**src/rtl/prod3_mul_sequencer.sv**
```systemverilog
// Triple-product sequencer: reads A,B,C, computes D = A*B*C by sign-magnitude shift-add, writes D.
// Optional macro PROD3_ZERO_SKIP_EN: a zero operand bypasses both multiply passes.
module prod3_mul_sequencer #(
   parameter int            AW       = 8,
   parameter logic [AW-1:0] SRC_BASE = '0,
   parameter logic [AW-1:0] DST_BASE = AW'(3)
) (
   input  logic          clk,
   input  logic          reset,
   input  logic          start,
   output logic          done,
   output logic [AW-1:0] mem_addr,
   input  logic [7:0]    mem_rd_data,
   output logic [7:0]    mem_wr_data,
   output logic          mem_we
);

   typedef enum logic [3:0] {
      IDLE, LDA, LDB, LDC, MUL1, MUL2, ST0, ST1, ST2, DONE
   } state_t;

   state_t       state, nstate;
   logic         start_q, trig;
   logic [7:0]   mag_a, mag_b, mag_c, rd_mag;
   logic         sign_a, sign_b, neg;
   logic [15:0]  acc16;
   logic [23:0]  acc24, d;
   logic [2:0]   bit_i;
   logic         skip;

   assign rd_mag = mem_rd_data[7] ? (~mem_rd_data + 8'd1) : mem_rd_data;
   assign d      = neg ? (~acc24 + 24'd1) : acc24;

`ifdef PROD3_ZERO_SKIP_EN
   assign skip = (mag_a == 8'd0) || (mag_b == 8'd0) || (rd_mag == 8'd0);
`else
   assign skip = 1'b0;
`endif

   always_ff @(posedge clk or posedge reset) begin
      if (reset) state <= IDLE;
      else       state <= nstate;
   end

   // NOTE: every output is given a default before the case so no path infers a latch.
   always_comb begin
      nstate      = state;
      done        = 1'b0;
      mem_we      = 1'b0;
      mem_wr_data = 8'd0;
      unique case (state)
         IDLE: if (trig) nstate = LDA;
         LDA:  nstate = LDB;
         LDB:  nstate = LDC;
         LDC:  nstate = skip ? ST0 : MUL1;
         MUL1: if (bit_i == 3'd7) nstate = MUL2;
         MUL2: if (bit_i == 3'd7) nstate = ST0;
         ST0: begin
            mem_we      = 1'b1;
            mem_wr_data = d[7:0];
            nstate      = ST1;
         end
         ST1: begin
            mem_we      = 1'b1;
            mem_wr_data = d[15:8];
            nstate      = ST2;
         end
         ST2: begin
            mem_we      = 1'b1;
            mem_wr_data = d[23:16];
            nstate      = DONE;
         end
         DONE: begin
            // done drops on the edge that samples the trigger, one cycle before LDA
            done = ~trig;
            if (trig) nstate = LDA;
         end
         default: nstate = IDLE;
      endcase
   end

   // NOTE: sequential state uses non-blocking assignments so all flops update together.
   always_ff @(posedge clk or posedge reset) begin
      if (reset) begin
         start_q  <= 1'b1;
         trig     <= 1'b0;
         mag_a    <= 8'd0;
         mag_b    <= 8'd0;
         mag_c    <= 8'd0;
         sign_a   <= 1'b0;
         sign_b   <= 1'b0;
         neg      <= 1'b0;
         acc16    <= 16'd0;
         acc24    <= 24'd0;
         bit_i    <= 3'd0;
         mem_addr <= '0;
      end else begin
         start_q <= start;
         trig    <= (state == IDLE || state == DONE) && start_q && !start && !trig;

         case (state)
            LDA: begin
               mag_a  <= rd_mag;
               sign_a <= mem_rd_data[7];
               acc16  <= 16'd0;
               acc24  <= 24'd0;
               bit_i  <= 3'd0;
            end
            LDB: begin
               mag_b  <= rd_mag;
               sign_b <= mem_rd_data[7];
            end
            LDC: begin
               mag_c <= rd_mag;
               neg   <= sign_a ^ sign_b ^ mem_rd_data[7];
            end
            MUL1: begin
               if (mag_b[bit_i]) acc16 <= acc16 + (16'(mag_a) << bit_i);
               bit_i <= bit_i + 3'd1;
            end
            MUL2: begin
               if (mag_c[bit_i]) acc24 <= acc24 + (24'(acc16) << bit_i);
               bit_i <= bit_i + 3'd1;
            end
            default: ;
         endcase

         // address is registered from the next state so it is stable for the whole cycle
         case (nstate)
            LDA:     mem_addr <= SRC_BASE;
            LDB:     mem_addr <= SRC_BASE + AW'(1);
            LDC:     mem_addr <= SRC_BASE + AW'(2);
            ST0:     mem_addr <= DST_BASE;
            ST1:     mem_addr <= DST_BASE + AW'(1);
            ST2:     mem_addr <= DST_BASE + AW'(2);
            default: mem_addr <= mem_addr;
         endcase
      end
   end

endmodule

```
**config.mk**
```make
export PLATFORM = sky130hd
export DESIGN_NAME = prod3_mul_sequencer
export DESIGN_NICKNAME = d
export VERILOG_FILES = /design/src/rtl/prod3_mul_sequencer.sv
export SDC_FILE = /design/constraint.sdc
export NUM_CORES = 1
export LEC_CHECK = 0
export CAP_MARGIN = 20
export CORE_MARGIN = 10
export CORE_UTILIZATION = 40
export CTS_CLUSTER_DIAMETER = 60
export DETAILED_ROUTE_END_ITERATION = 12
export GPL_TIMING_DRIVEN = 0
export PLACE_DENSITY_LB_ADDON = 0.3
export SLEW_MARGIN = 20
export SYNTH_ARGS = -nofsm -noshare
export SYNTH_HDL_FRONTEND = slang
export SYNTH_SLANG_ARGS = --single-unit
```
**constraint.sdc**
```tcl
create_clock -name clk -period 10.5 [get_ports clk]
set_clock_uncertainty 0.05 [all_clocks]
set_input_delay 2.1 -clock clk [delete_from_list [all_inputs] [get_ports clk]]
set_output_delay 2.1 -clock clk [all_outputs]
set_load 0.02 [all_outputs]
```
==> flow_summary.toml <==
[status]
run_status = "complete, no violations"

[routing]
met1_routed_length_mm = 9.19
wl_mm = 19.3
ant_nets = 0
via_count = 6322
top_layer_used = "met4"
met2_wirelength_mm = 8.65
wire_per_inst_um = 17.6
met3_length_um = 960
drt_first_iter_violations = 466
drt-vias-per-instance = 5.77
detail_route.first_pass.iterations = 5
drcViolationCount = 0

[final_layout]
area.growth.synth_to_final_pct = 11.7
design.final.nets = 926
antennaDiodeCount = 0
postLayoutCoreUtil_pct = 46.0
final_common_cell = "nand2_1"
share_of_cells_above_drive_strength_1_pct = 8.57
mostFrequentLayoutCells = "nand2_1, o21ai_0, dfrtp_1"

[timing]
grt_setup_unrepaired = "false"
setup_viol = 0
final_max_slew_viol_count = 0
tightestPinTransition_ns = 0.988
fin_crit_ns = 5.24
maxClockFrequency_mhz = 191
fin_crit_sh_pct = 49.9
worst_slew_slack_as_a_fraction_of_its_limit_pct = 33.6
summed_negative_setup_slack_over_all_endpoints_ns = 0
finalHoldViolations = 0

[logic_synthesis]
yosys.area.top_type = "dfrtp_1"
postSynth.asyncResetShare_pct = 100
synth_cell_type_count = 79
yosys_warnings = 0
register_area_share_after_synthesis_pct = 28.8
synthesis.area_per_instance_um2 = 8.26
netlist_area_um2 = 6880
synth_enable_flop_cells = 0
synth.ff_latch_count = 79
synth_ff_type = "dfrtp_1"
post_synth_inst_count = 833
synth_largest_type_area_fraction_pct = 28.4
synth.top_cells.by_area = "dfrtp_1, ha_1, o21ai_0"

[min_path]
hold-path-cell-count = 2
hold_path_class = "reg -> reg"
holdPathEnd = "mag_c[6]"
worst_hold_path_startpoint = "mag_c[6]"

[cts]
postCtsSetupRepairBufs = 0
postCtsHoldBufs = 0
postCtsResizedCells = 0
cts_htree_levels = 3
cts_root_buffer = "clkbuf_16"
max-clock-path-buffers = 2
tritoncts.num_buffers = 9
tritoncts_num_sinks = 79
worst_skew_late_latency_ns = 0.35
clock_pin_slew_reported_for_the_worst_setup_and_hold_paths_after_clock_tree_synthesis_ns = 0.06
tritoncts = "done"

[worst_setup_path]
regToRegEndpoint = "acc24[21]"
worstSetupEndpointType = "primary output"
cp_data_arrival_time_ns = 3.09
ff2ff_path_depth = 11
timing.critical_path.fanout_max = 7
reg2reg_from = "bit_i[1]"
required_ns = 8.35
startpoint_type = "register"
slack_of_the_worst_reg_to_reg_path_ns = 6.15
timing.setup.critical_path_class = "reg -> out"

[placement]
gp_routability_congestion = 0.911
place_hpwl_mm = 14.9
io_port_bufs = 22

[floorplanning]
core.rowCount = 47
io-pin-count = 29
fp.dieArea_um2 = 22800
core_region_area_um2 = 16700
floorplan.initialDensity_pct = 41.2
fp.dieW_um = 151
die_height_um = 151

[power_and_ir_drop]
peakVddDrop_uv = 139
static-leakage-power_nw = 3.35
p_seq_share_pct = 23.1
power.share.combinational_pct = 64.3
total_switching_power_mw = 1.13
clkPwrFrac_pct = 12.7
power_switching_share_pct = 48.8
power.internal_mw = 1.18
design_power_total_mw = 2.31
power_per_cell_area_nw_per_um2 = 300

[flow_run]
max-cap-violations = 0

[global_routing]
grt_max_degree = 48
globalRouteOverflowTotal = 0
groute.usage.overall_pct = 17.3
first_global_vias = 5938
grt_antenna_before_repair = 0
grt_first_pass_wirelength_mm = 31.4
## cell usage after synthesis (8+ instances only)
cell        n
mux2i_1    20
inv_1      21
a21o_1     12
o22ai_1     8
nand3_1    47
dfrtp_1    78
xnor2_1    30
o21ai_0    84
clkbuf_1   25
o211ai_1   10
ha_1       42
mux2_2     15
o31ai_1    13
buf_2       9
nand2_1   103
nand4_1    10
a21oi_1    48
and3_1      9
nand2b_1    9
nor2_1     52
xor2_1     23
nor3_1     19
## critical path, cell delays in order (launching register included)
cell and delay, ns:
dfrtp_1 0.48, or4_1 0.61, o41ai_2 0.43, nand2_2 0.13
xor2_1 0.25, a22oi_1 0.12, o21ai_1 0.10, clkdlybuf4s50_1 0.62
## logic make-up (layout without fill, tap and decap cells)
family	count (synthesis)	in the layout	synth area share (%)
fa+ha+maj	44	44	8.22
buf+inv	71	109	4.59
simple gates	297	297	21.0
flops	79	79	28.8
mux	41	41	7.33
other cells	1	5	0.0545
compound gates	247	247	23.3
xor+xnor	53	53	6.75
## area by class of cell
class | count | area, um2
Tap cell | 220 | 275
Clock inverter | 3 | 20.0
Multi-Input combinational cell | 687 | 4600
Timing Repair Buffer | 23 | 248
Sequential cell | 79 | 1980
Inverter | 22 | 85.1
Fill cell | 1687 | 9020
Buffer | 49 | 233
Clock buffer | 12 | 246
## metrics by stage
| stage | setup WS, ns | instances | area (um2) | hold WS [ns] |
|---|---|---|---|---|
| floorplan | 6.24 | 837 | 6890 | 0.395 |
| global placement | 4.91 | 1079 | 7390 | 0.407 |
| detailed placement | 5.67 | 1080 | 7420 | 0.416 |
| CTS | 5.27 | 1095 | 7680 | 0.431 |
| global route | 5.05 | 1095 | 7680 | 0.453 |
| finish | 5.26 | 1095 | 7680 | 0.423 |
## per-layer routing
| layer | GRT usage (%) | vias up |
|---|---|---|
| met5 | 0 | - |
| met4 | 6.93 | 0 |
| met3 | 2.98 | 29 |
| met2 | 26.6 | 173 |
| met1 | 23.7 | 2973 |
| li1 | - | 3147 |
## sequential cells by signal, summed over array words and instances, names as in the netlist
register and count:
neg 1, bit_i 3, sign_b 1, mag_a 8
mag_c 8, sign_a 1, mag_b 8, acc24 24
acc16 16, state 4, trig 1, start_q 1
mem_addr 3
## worst max path at each step
| stage | start | end | slack, ns | depth (start not counted) |
|---|---|---|---|---|
| floorplan | acc24[12] | mem_wr_data[4] | 6.24 | 5 |
| global placement | reset | acc24[2] | 4.91 | 2 |
| detailed placement | acc24[5] | mem_wr_data[7] | 5.67 | 7 |
| CTS | acc24[5] | mem_wr_data[7] | 5.27 | 7 |
| global route | acc24[5] | mem_wr_data[7] | 5.05 | 7 |
| finish | acc24[5] | mem_wr_data[7] | 5.26 | 7 |
## power by group through the flow
stage          clock network (mW)  logic, mW  registers [mW]
2_1_floorplan                   0       1.15           0.494
3_3_place_gp                    0       1.46           0.530
3_5_place_dp                    0       1.47           0.533
4_1_cts                     0.297       1.48           0.529
5_1_grt                     0.308       1.66           0.547
6_report                    0.292       1.48           0.533
Note: power is estimated with default switching activity, not from simulation.
